==> src/rtl/tlb_translate_unit.sv <==
// Initiator side of the TLB search port: kseg0/kseg1 bypass, a one-entry micro-TLB for the
// last mapped page, and a single-cycle TLB search for everything else.
package tlb_params;
   parameter int unsigned TLB_NUM = 16;
   parameter int unsigned IDX_W   = $clog2(TLB_NUM);

   typedef struct packed {
      logic [18:0] vpn2;
      logic        odd_page;
      logic [7:0]  asid;
   } search_request_t;

   typedef struct packed {
      logic [19:0] page_frame_number;
      logic [2:0]  cached;
      logic        is_dirty;
      logic        is_valid;
   } tlb_entry_t;

   typedef struct packed {
      logic             found;
      logic [IDX_W-1:0] index;
      tlb_entry_t       entry;
   } search_result_t;
endpackage

module tlb_translate_unit #(
   parameter int unsigned TLB_NUM = tlb_params::TLB_NUM
) (
   input  logic                           clock,
   input  logic                           reset_n,
   input  logic                           req_valid,
   output logic                           req_ready,
   input  logic [31:0]                    req_vaddr,
   input  logic                           req_is_store,
   input  logic [7:0]                     asid,
   input  logic                           tlb_write,
   output tlb_params::search_request_t    search_req,
   input  tlb_params::search_result_t     search_res,
   output logic                           resp_valid,
   input  logic                           resp_ready,
   output logic [31:0]                    resp_paddr,
   output logic [1:0]                     resp_exc,
   output logic [$clog2(TLB_NUM)-1:0]     resp_index,
   output logic [2:0]                     resp_cached
);

   localparam int unsigned IdxW = $clog2(TLB_NUM);

   localparam logic [1:0] ExcNone     = 2'b00;
   localparam logic [1:0] ExcRefill   = 2'b01;
   localparam logic [1:0] ExcInvalid  = 2'b10;
   localparam logic [1:0] ExcModified = 2'b11;

   typedef enum logic [1:0] {StIdle, StSearch, StResp} state_e;

   state_e            state_q, state_d;
   logic [31:0]       vaddr_q, vaddr_d;
   logic              is_store_q, is_store_d;

   logic              resp_valid_q, resp_valid_d;
   logic [31:0]       resp_paddr_q, resp_paddr_d;
   logic [1:0]        resp_exc_q, resp_exc_d;
   logic [IdxW-1:0]   resp_index_q, resp_index_d;
   logic [2:0]        resp_cached_q, resp_cached_d;

   logic              micro_valid_q, micro_valid_d;
   logic [18:0]       micro_vpn_q, micro_vpn_d;
   logic              micro_odd_q, micro_odd_d;
   logic [7:0]        micro_asid_q, micro_asid_d;
   logic [19:0]       micro_pfn_q, micro_pfn_d;
   logic [2:0]        micro_cached_q, micro_cached_d;
   logic              micro_dirty_q, micro_dirty_d;
   logic [IdxW-1:0]   micro_index_q, micro_index_d;

   logic              accept;
   logic              unmapped;
   logic              micro_hit;
   logic [1:0]        search_exc;

   assign req_ready = (state_q == StIdle);
   assign accept    = req_valid & req_ready;
   assign unmapped  = (req_vaddr[31:30] == 2'b10);

   // A TLB write in the same cycle may be rewriting the cached entry, so it vetoes the hit.
   assign micro_hit = micro_valid_q
                    & (micro_vpn_q == req_vaddr[31:13])
                    & (micro_odd_q == req_vaddr[12])
                    & (micro_asid_q == asid)
                    & ~tlb_write;

   assign search_req = '{vpn2: vaddr_q[31:13], odd_page: vaddr_q[12], asid: asid};

   assign resp_valid  = resp_valid_q;
   assign resp_paddr  = resp_paddr_q;
   assign resp_exc    = resp_exc_q;
   assign resp_index  = resp_index_q;
   assign resp_cached = resp_cached_q;

   always_comb begin
      search_exc = ExcNone;
      if (!search_res.found) begin
         search_exc = ExcRefill;
      end else if (!search_res.entry.is_valid) begin
         search_exc = ExcInvalid;
      end else if (is_store_q && !search_res.entry.is_dirty) begin
         search_exc = ExcModified;
      end
   end

   always_comb begin
      state_d        = state_q;
      vaddr_d        = vaddr_q;
      is_store_d     = is_store_q;
      resp_valid_d   = resp_valid_q;
      resp_paddr_d   = resp_paddr_q;
      resp_exc_d     = resp_exc_q;
      resp_index_d   = resp_index_q;
      resp_cached_d  = resp_cached_q;
      micro_valid_d  = micro_valid_q;
      micro_vpn_d    = micro_vpn_q;
      micro_odd_d    = micro_odd_q;
      micro_asid_d   = micro_asid_q;
      micro_pfn_d    = micro_pfn_q;
      micro_cached_d = micro_cached_q;
      micro_dirty_d  = micro_dirty_q;
      micro_index_d  = micro_index_q;

      unique case (state_q)
         StIdle: begin
            if (accept) begin
               vaddr_d    = req_vaddr;
               is_store_d = req_is_store;
               if (unmapped) begin
                  resp_paddr_d  = {3'b000, req_vaddr[28:0]};
                  resp_cached_d = req_vaddr[29] ? 3'd2 : 3'd3;
                  resp_exc_d    = ExcNone;
                  resp_index_d  = '0;
                  resp_valid_d  = 1'b1;
                  state_d       = StResp;
               end else if (micro_hit) begin
                  resp_paddr_d  = {micro_pfn_q, req_vaddr[11:0]};
                  resp_cached_d = micro_cached_q;
                  resp_exc_d    = (req_is_store && !micro_dirty_q) ? ExcModified : ExcNone;
                  resp_index_d  = micro_index_q;
                  resp_valid_d  = 1'b1;
                  state_d       = StResp;
               end else begin
                  state_d = StSearch;
               end
            end
         end
         StSearch: begin
            resp_paddr_d  = {search_res.entry.page_frame_number, vaddr_q[11:0]};
            resp_cached_d = search_res.entry.cached;
            resp_exc_d    = search_exc;
            resp_index_d  = IdxW'(search_res.index);
            resp_valid_d  = 1'b1;
            state_d       = StResp;
            if (search_res.found && search_res.entry.is_valid && !tlb_write) begin
               micro_valid_d  = 1'b1;
               micro_vpn_d    = vaddr_q[31:13];
               micro_odd_d    = vaddr_q[12];
               micro_asid_d   = asid;
               micro_pfn_d    = search_res.entry.page_frame_number;
               micro_cached_d = search_res.entry.cached;
               micro_dirty_d  = search_res.entry.is_dirty;
               micro_index_d  = IdxW'(search_res.index);
            end
         end
         StResp: begin
            if (resp_ready) begin
               resp_valid_d = 1'b0;
               state_d      = StIdle;
            end
         end
         default: begin
            resp_valid_d = 1'b0;
            state_d      = StIdle;
         end
      endcase

      // Invalidation wins over a fill in the same cycle.
      if (tlb_write) begin
         micro_valid_d = 1'b0;
      end
   end

   always_ff @(posedge clock or negedge reset_n) begin
      if (!reset_n) begin
         state_q        <= StIdle;
         vaddr_q        <= '0;
         is_store_q     <= 1'b0;
         resp_valid_q   <= 1'b0;
         resp_paddr_q   <= '0;
         resp_exc_q     <= '0;
         resp_index_q   <= '0;
         resp_cached_q  <= '0;
         micro_valid_q  <= 1'b0;
         micro_vpn_q    <= '0;
         micro_odd_q    <= 1'b0;
         micro_asid_q   <= '0;
         micro_pfn_q    <= '0;
         micro_cached_q <= '0;
         micro_dirty_q  <= 1'b0;
         micro_index_q  <= '0;
      end else begin
         state_q        <= state_d;
         vaddr_q        <= vaddr_d;
         is_store_q     <= is_store_d;
         resp_valid_q   <= resp_valid_d;
         resp_paddr_q   <= resp_paddr_d;
         resp_exc_q     <= resp_exc_d;
         resp_index_q   <= resp_index_d;
         resp_cached_q  <= resp_cached_d;
         micro_valid_q  <= micro_valid_d;
         micro_vpn_q    <= micro_vpn_d;
         micro_odd_q    <= micro_odd_d;
         micro_asid_q   <= micro_asid_d;
         micro_pfn_q    <= micro_pfn_d;
         micro_cached_q <= micro_cached_d;
         micro_dirty_q  <= micro_dirty_d;
         micro_index_q  <= micro_index_d;
      end
   end

   resp_stall_stable_a: assert property (@(posedge clock) disable iff (!reset_n)
      (resp_valid && !resp_ready) |=> (resp_valid && $stable(resp_paddr) && $stable(resp_exc)
         && $stable(resp_index) && $stable(resp_cached)));

   resp_blocks_req_a: assert property (@(posedge clock) disable iff (!reset_n)
      resp_valid |-> !req_ready);

endmodule

==> config.mk <==
export PLATFORM = sky130hd
export DESIGN_NAME = tlb_translate_unit
export DESIGN_NICKNAME = d
export VERILOG_FILES = /design/src/rtl/tlb_translate_unit.sv
export SDC_FILE = /design/constraint.sdc
export NUM_CORES = 1
export LEC_CHECK = 0
export BUFFER_PORTS_ARGS = -buffer_cell sky130_fd_sc_hd__buf_2
export CORE_MARGIN = 8
export CORE_UTILIZATION = 50
export CTS_CLUSTER_SIZE = 20
export DETAILED_ROUTE_END_ITERATION = 10
export PLACE_DENSITY = 0.75
export SYNTH_ARGS = -nofsm -noshare
export SYNTH_HDL_FRONTEND = slang
export SYNTH_SLANG_ARGS = --single-unit
==> constraint.sdc <==
create_clock -name clock -period 3.32 [get_ports clock]
set_input_delay 0.83 -clock clock [delete_from_list [all_inputs] [get_ports clock]]
set_output_delay 0.83 -clock clock [all_outputs]
set_load 0.03 [all_outputs]
Word level (Yosys, flattened, before mapping). Cells that the tools add are included. W data, S select, Z words.

Equality and inequality tests: 9. Reduce and logical (&&, ||, !) cells: 17. Mux-type cells: 34. Bitwise logic cells: 6.

Operators by type and width (count): $mux W32 (3); $pmux W32 S2 (1); $mux W2 (11); $eq A19 B19 Y1 (1); $mux W4 (3); $mux W3 (3); $eq A8 B8 Y1 (1); $mux W1 (8); $pmux W4 S2 (1); $reduce_and A2 Y1 (4); $pmux W2 S3 (1); $pmux W3 S2 (1); $reduce_and A3 Y1 (2); $reduce_bool A2 Y1 (3); $and A1 B1 Y1 (5); $eq A2 B2 Y1 const B (2); $logic_and A1 B1 Y1 (4); $pmux W2 S2 (1); $logic_not A1 Y1 (3); $ne A3 B1 Y1 const B (1); $pmux W1 S3 (1); $eq A2 B1 Y1 const B (1); $logic_not A2 Y1 (1); $ne A2 B1 Y1 const B (1); other kinds (3) (3).

Word-level logic and storage cells: 82. Input port bits: 76. Register bits: 134. Output and inout port bits: 71.

Logic depth before layout (Yosys ltp).
Depth after elaboration: 9. Gate-level depth with buffers: 7. Depth with buffers taken out: 6.

Worst setup path before layout. No wires, ideal clock.

Path kind: input to register. Start point: input port req_vaddr[31]. End point: register resp_cached_q[1], in the netlist resp_cached[1]. Path buffers: 1. Setup slack: 735 ps. Data required time: 3195 ps. Arrival: 2460 ps. Library setup time: 125 ps. Stages on the path: 7. Path through: xnor2_1 > nand4_1 > nor4_1 > nand4_1 > a211oi_4 > buf_6 > mux2_2.

Word-level cells in the longest chain between the ends: 7. Elaborated cells between the ends (all ways): 11. Classes of those cells: 3 x eq/ne; 3 x mux; 4 x bitwise; 1 x reduce/logical.

Ends and longest elaborated chain: start: declaration (RTL line 34) `input logic [31:0] req_vaddr,`; $eq A19 B19 Y1 (RTL line 87) `& (micro_vpn_q == req_vaddr[31:13])`; $and A1 B1 Y1 (RTL line 87); $and A1 B1 Y1 (RTL line 88) `& (micro_odd_q == req_vaddr[12])`; $and A1 B1 Y1 (RTL line 89) `& (micro_asid_q == asid)`; $and A1 B1 Y1 (RTL line 90) `& ~tlb_write;`; $ne A3 B1 Y1 (no source line); $reduce_and A3 Y1 (no source line); end signal: assignment (RTL line 215) `resp_cached_q <= resp_cached_d;`; end: declaration (RTL line 65) `logic [2:0] resp_cached_q, resp_cached_d;`.

Parallel ways exist; a longest one is shown, timed or not. The select of a mux whose other input is x is not followed. A chain may end at the register's enable or synchronous reset.

Final worst setup path.
Start point: input port req_vaddr[18]. End point: register resp_paddr_q[16], in the netlist resp_paddr[16].

Word-level cells in the longest chain between the ends: 7.

Ends and longest elaborated chain: $eq A19 B19 Y1 (RTL line 87); $and A1 B1 Y1 (RTL line 87); $and A1 B1 Y1 (RTL line 88); $and A1 B1 Y1 (RTL line 89); $and A1 B1 Y1 (RTL line 90); $ne A3 B1 Y1 (no source line); $reduce_and A3 Y1 (no source line); end signal: assignment (RTL line 212) `resp_paddr_q <= resp_paddr_d;`; end: declaration (RTL line 62) `logic [31:0] resp_paddr_q, resp_paddr_d;`.

No other way between the ends.

==> summary.txt <==
=================================================================================================
Max-slew violation count                                                                        0
Die span in y                                                                              127 um
Average wire per standard cell                                                            19.7 um
Final critical path time including I/O delays and setup                                   2.65 ns
Hold buffer count at cts                                                                        0
Clock Root Buffer                                                                    sky130_fd_sc_hd__clkbuf_16
Total area of multi-input combinational cells                                            2480 um2
Unrepaired setup endpoints after global routing                                                no
Routability cong.                                                                           0.771
Peak Freq                                                                               0.377 GHz
Final net count                                                                               655
Final count of negative-setup-slack endpoints                                                   0
HPWL after detailed placement                                                            10200 um
Fraction of the yosys area taken by sequential cells                                        54.4%
Count of input and output buffers                                                             146
Power density over cell area                                                           924 nW/um2
Total Power Consumption                                                                   6.79 mW
Number of gates resized after cts                                                               0
Yosys warning count                                                                             0
Count of vias placed by the detailed router                                                  3958
Min-Delay Path Class                                                                 input port to asynchronous set/reset pin
Yosys reg bits                                                                                134
Via count of the first global-routing pass                                                   4333
Count of flip-flops with a built-in enable after synthesis                                      0
Number of distinct library cell variants in the gate-level netlist after synthesis             29
CP Data Arrival Time                                                                      2.94 ns
Post-route antenna net violation count                                                          0
Launching element type of the critical path                                            input port
Cts bufs inserted                                                                              17
Worst-margin pin slew                                                                     1.01 ns
Maximum number of pins on one net before global-route repair                                   74
Clk sinks                                                                                     134
Remaining routing DRC violations                                                                0
Leak                                                                                      3.49 nW
Clock latency reported for the late side of the worst-skew pair                           0.42 ns
Clock-pin slew of the registers on the worst-case setup and hold paths                    0.06 ns
Relative area change from synthesis to final layout                                         19.2%
Proportion of register bits with asynchronous set or reset after synthesis                   100%
Mean post-synth cell area                                                                13.4 um2
Total setup buffers inserted after CTS                                                          0
Kind of capture point of the worst setup path                                           flip-flop
Fill cell count                                                                               984
Placeable core region                                                                   12000 um2
Initial Utilization                                                                         51.3%
Maximum clock insertion buffer count                                                            2
H-tree depth                                                                                    4
Worst supply voltage drop on vdd                                                         0.418 mV
First-pass GRT wire length                                                               22800 um
Post-synthesis instance area                                                             6170 um2
Die boundary width                                                                         127 um
Most frequent cells in the layout                                                    sky130_fd_sc_hd__buf_2, sky130_fd_sc_hd__mux2_2, sky130_fd_sc_hd__dfrtp_1, sky130_fd_sc_hd__nand2_1, sky130_fd_sc_hd__o21ai_0
Number of violations reported at the end of detailed-routing iteration 0                      183
Die area                                                                                16100 um2
I/O pin count                                                                                 147
Diodes inserted                                                                                 0
Total global routing track utilization                                                      18.3%
Count of non-filler cells in the finished layout                                              735
DRT Wirelength                                                                           14400 um
Result of the run                                                                    finished, final reports clean
Seq. cell area                                                                           3350 um2
Congestion Overflow GR                                                                          0
Classification of the worst setup path                                               input port to flip-flop
Data required time of the worst path                                                      3.61 ns
Most common cell after layout, fill and taps aside                                   sky130_fd_sc_hd__buf_2
Layout cell share with drive strength beyond 1                                              54.4%
Worst hold slack                                                                         0.386 ns
Vias per Instance                                                                            5.39
Placed Instances                                                                              707
Initial antenna violation count                                                                 2
Post-route worst setup slack                                                             0.669 ns
Sum Neg Setup Slack                                                                          0 ns
Post-route clock period utilization                                                         79.9%
Rel. slew slack                                                                             32.6%
Number of max-capacitance violations reported                                                   0
Detailed Routing Iterations Pass 1                                                              4
Total nets after synthesis                                                                    536
Non-Filler Cell Area, Final                                                              7350 um2
Cell row count                                                                                 40
Final Core Density                                                                          61.2%
Clock Skew                                                                             0.00690 ns
Hold Violations, Final                                                                          0
Ys flop type                                                                         sky130_fd_sc_hd__dfrtp_1
Worst Path Max Fanout                                                                          40
Post-Syn Instances                                                                            460
Area of placed instances                                                                 6850 um2
Post-Place Worst Slack                                                                   0.276 ns
Clock tree from TritonCTS                                                                    done
=================================================================================================
routing by layer:
layer  share of wire (%)  vias up  GRT usage [%]
met5                0.12        -              0
met4                 1.7        4           7.28
met1                  43     1990           21.7
met2                  49      121           29.7
li1                    -     1820              -
met3                 6.7       23           6.74
sequential cells by signal (all words and copies together) (netlist names), 2 cells and up:
name	count
state_q	2
micro_vpn_q	19
resp_exc	2
resp_cached	3
micro_cached_q	3
micro_asid_q	8
resp_paddr	32
micro_pfn_q	20
vaddr_q	32
resp_index	4
micro_index_q	4
cell families after synthesis:
kind of cell | count (synthesis) | share of synthesized area (%)
AO/OA/AOI/OAI | 34 | 3.57
XOR/XNOR | 28 | 3.98
buffers and inverters | 54 | 5.56
flip-flops | 134 | 54.4
multiplexers | 158 | 28.5
AND/OR/NAND/NOR | 52 | 4.02
cell type report:
type | instances | area share (%)
Inverter | 2 | 0.102
Clock inverter | 6 | 0.409
Timing Repair Buffer | 152 | 11.2
Clock buffer | 22 | 6.45
Multi-Input combinational cell | 272 | 33.8
Tap cell | 147 | 2.50
Sequential cell | 134 | 45.6
report_power, final:
part           internal [mW]  total, mW  switching, mW
clock network          0.986       1.63          0.641
logic                   1.05       2.41           1.36
registers               2.33       2.75          0.418
synthesized netlist by cell type, types with 2 or more instances:
library cell                 n  area, um2
sky130_fd_sc_hd__mux2_2    138       1550
sky130_fd_sc_hd__dfrtp_1   134       3350
sky130_fd_sc_hd__buf_4      28        210
sky130_fd_sc_hd__nand2_1    25       93.8
sky130_fd_sc_hd__o21ai_0    22        110
sky130_fd_sc_hd__xnor2_1    19        166
sky130_fd_sc_hd__mux2i_1    17        170
sky130_fd_sc_hd__clkbuf_1   14       52.6
sky130_fd_sc_hd__xor2_1      9       78.8
sky130_fd_sc_hd__a22o_1      8       70.1
sky130_fd_sc_hd__nor2_1      7       26.3
sky130_fd_sc_hd__nand4_1     5       31.3
sky130_fd_sc_hd__buf_2       4       20.0
sky130_fd_sc_hd__buf_6       4       45.0
sky130_fd_sc_hd__mux2_1      3       33.8
sky130_fd_sc_hd__nor4_1      3       18.8
sky130_fd_sc_hd__a21o_1      2       15.0
sky130_fd_sc_hd__buf_1       2       7.51
sky130_fd_sc_hd__inv_1       2       7.51
sky130_fd_sc_hd__nand2b_1    2       12.5
sky130_fd_sc_hd__nand3_1     2       10.0
sky130_fd_sc_hd__nand3b_1    2       15.0
sky130_fd_sc_hd__nor2b_1     2       12.5
worst max-delay path, stage by stage:
cell                       delay [ns]
sky130_fd_sc_hd__buf_2           0.12
sky130_fd_sc_hd__xnor2_1         0.27
sky130_fd_sc_hd__nand4_1         0.15
sky130_fd_sc_hd__nor4_1          0.33
sky130_fd_sc_hd__nand4_1         0.22
sky130_fd_sc_hd__a211oi_4        0.35
sky130_fd_sc_hd__buf_12          0.27
sky130_fd_sc_hd__mux2_2          0.38
worst paths after layout:
kind	slack, ns	startpoint	cells past startpoint	endpoint
hold reg to reg	0.49	resp_exc[0]$_DFFE_PN0P_	1	resp_exc[0]$_DFFE_PN0P_
setup / recovery	0.67	req_vaddr[18]	8	resp_paddr[16]$_DFFE_PN0P_
setup reg to reg	0.80	micro_vpn_q[5]$_DFFE_PN0P_	7	resp_paddr[16]$_DFFE_PN0P_
min in group clock	0.49	resp_exc[0]$_DFFE_PN0P_	1	resp_exc[0]$_DFFE_PN0P_
max in group asynchronous	2.12	reset_n	2	resp_paddr[17]$_DFFE_PN0P_
hold / removal	0.39	reset_n	1	micro_pfn_q[18]$_DFFE_PN0P_
No activity file was read; power rests on OpenSTA's default activity.
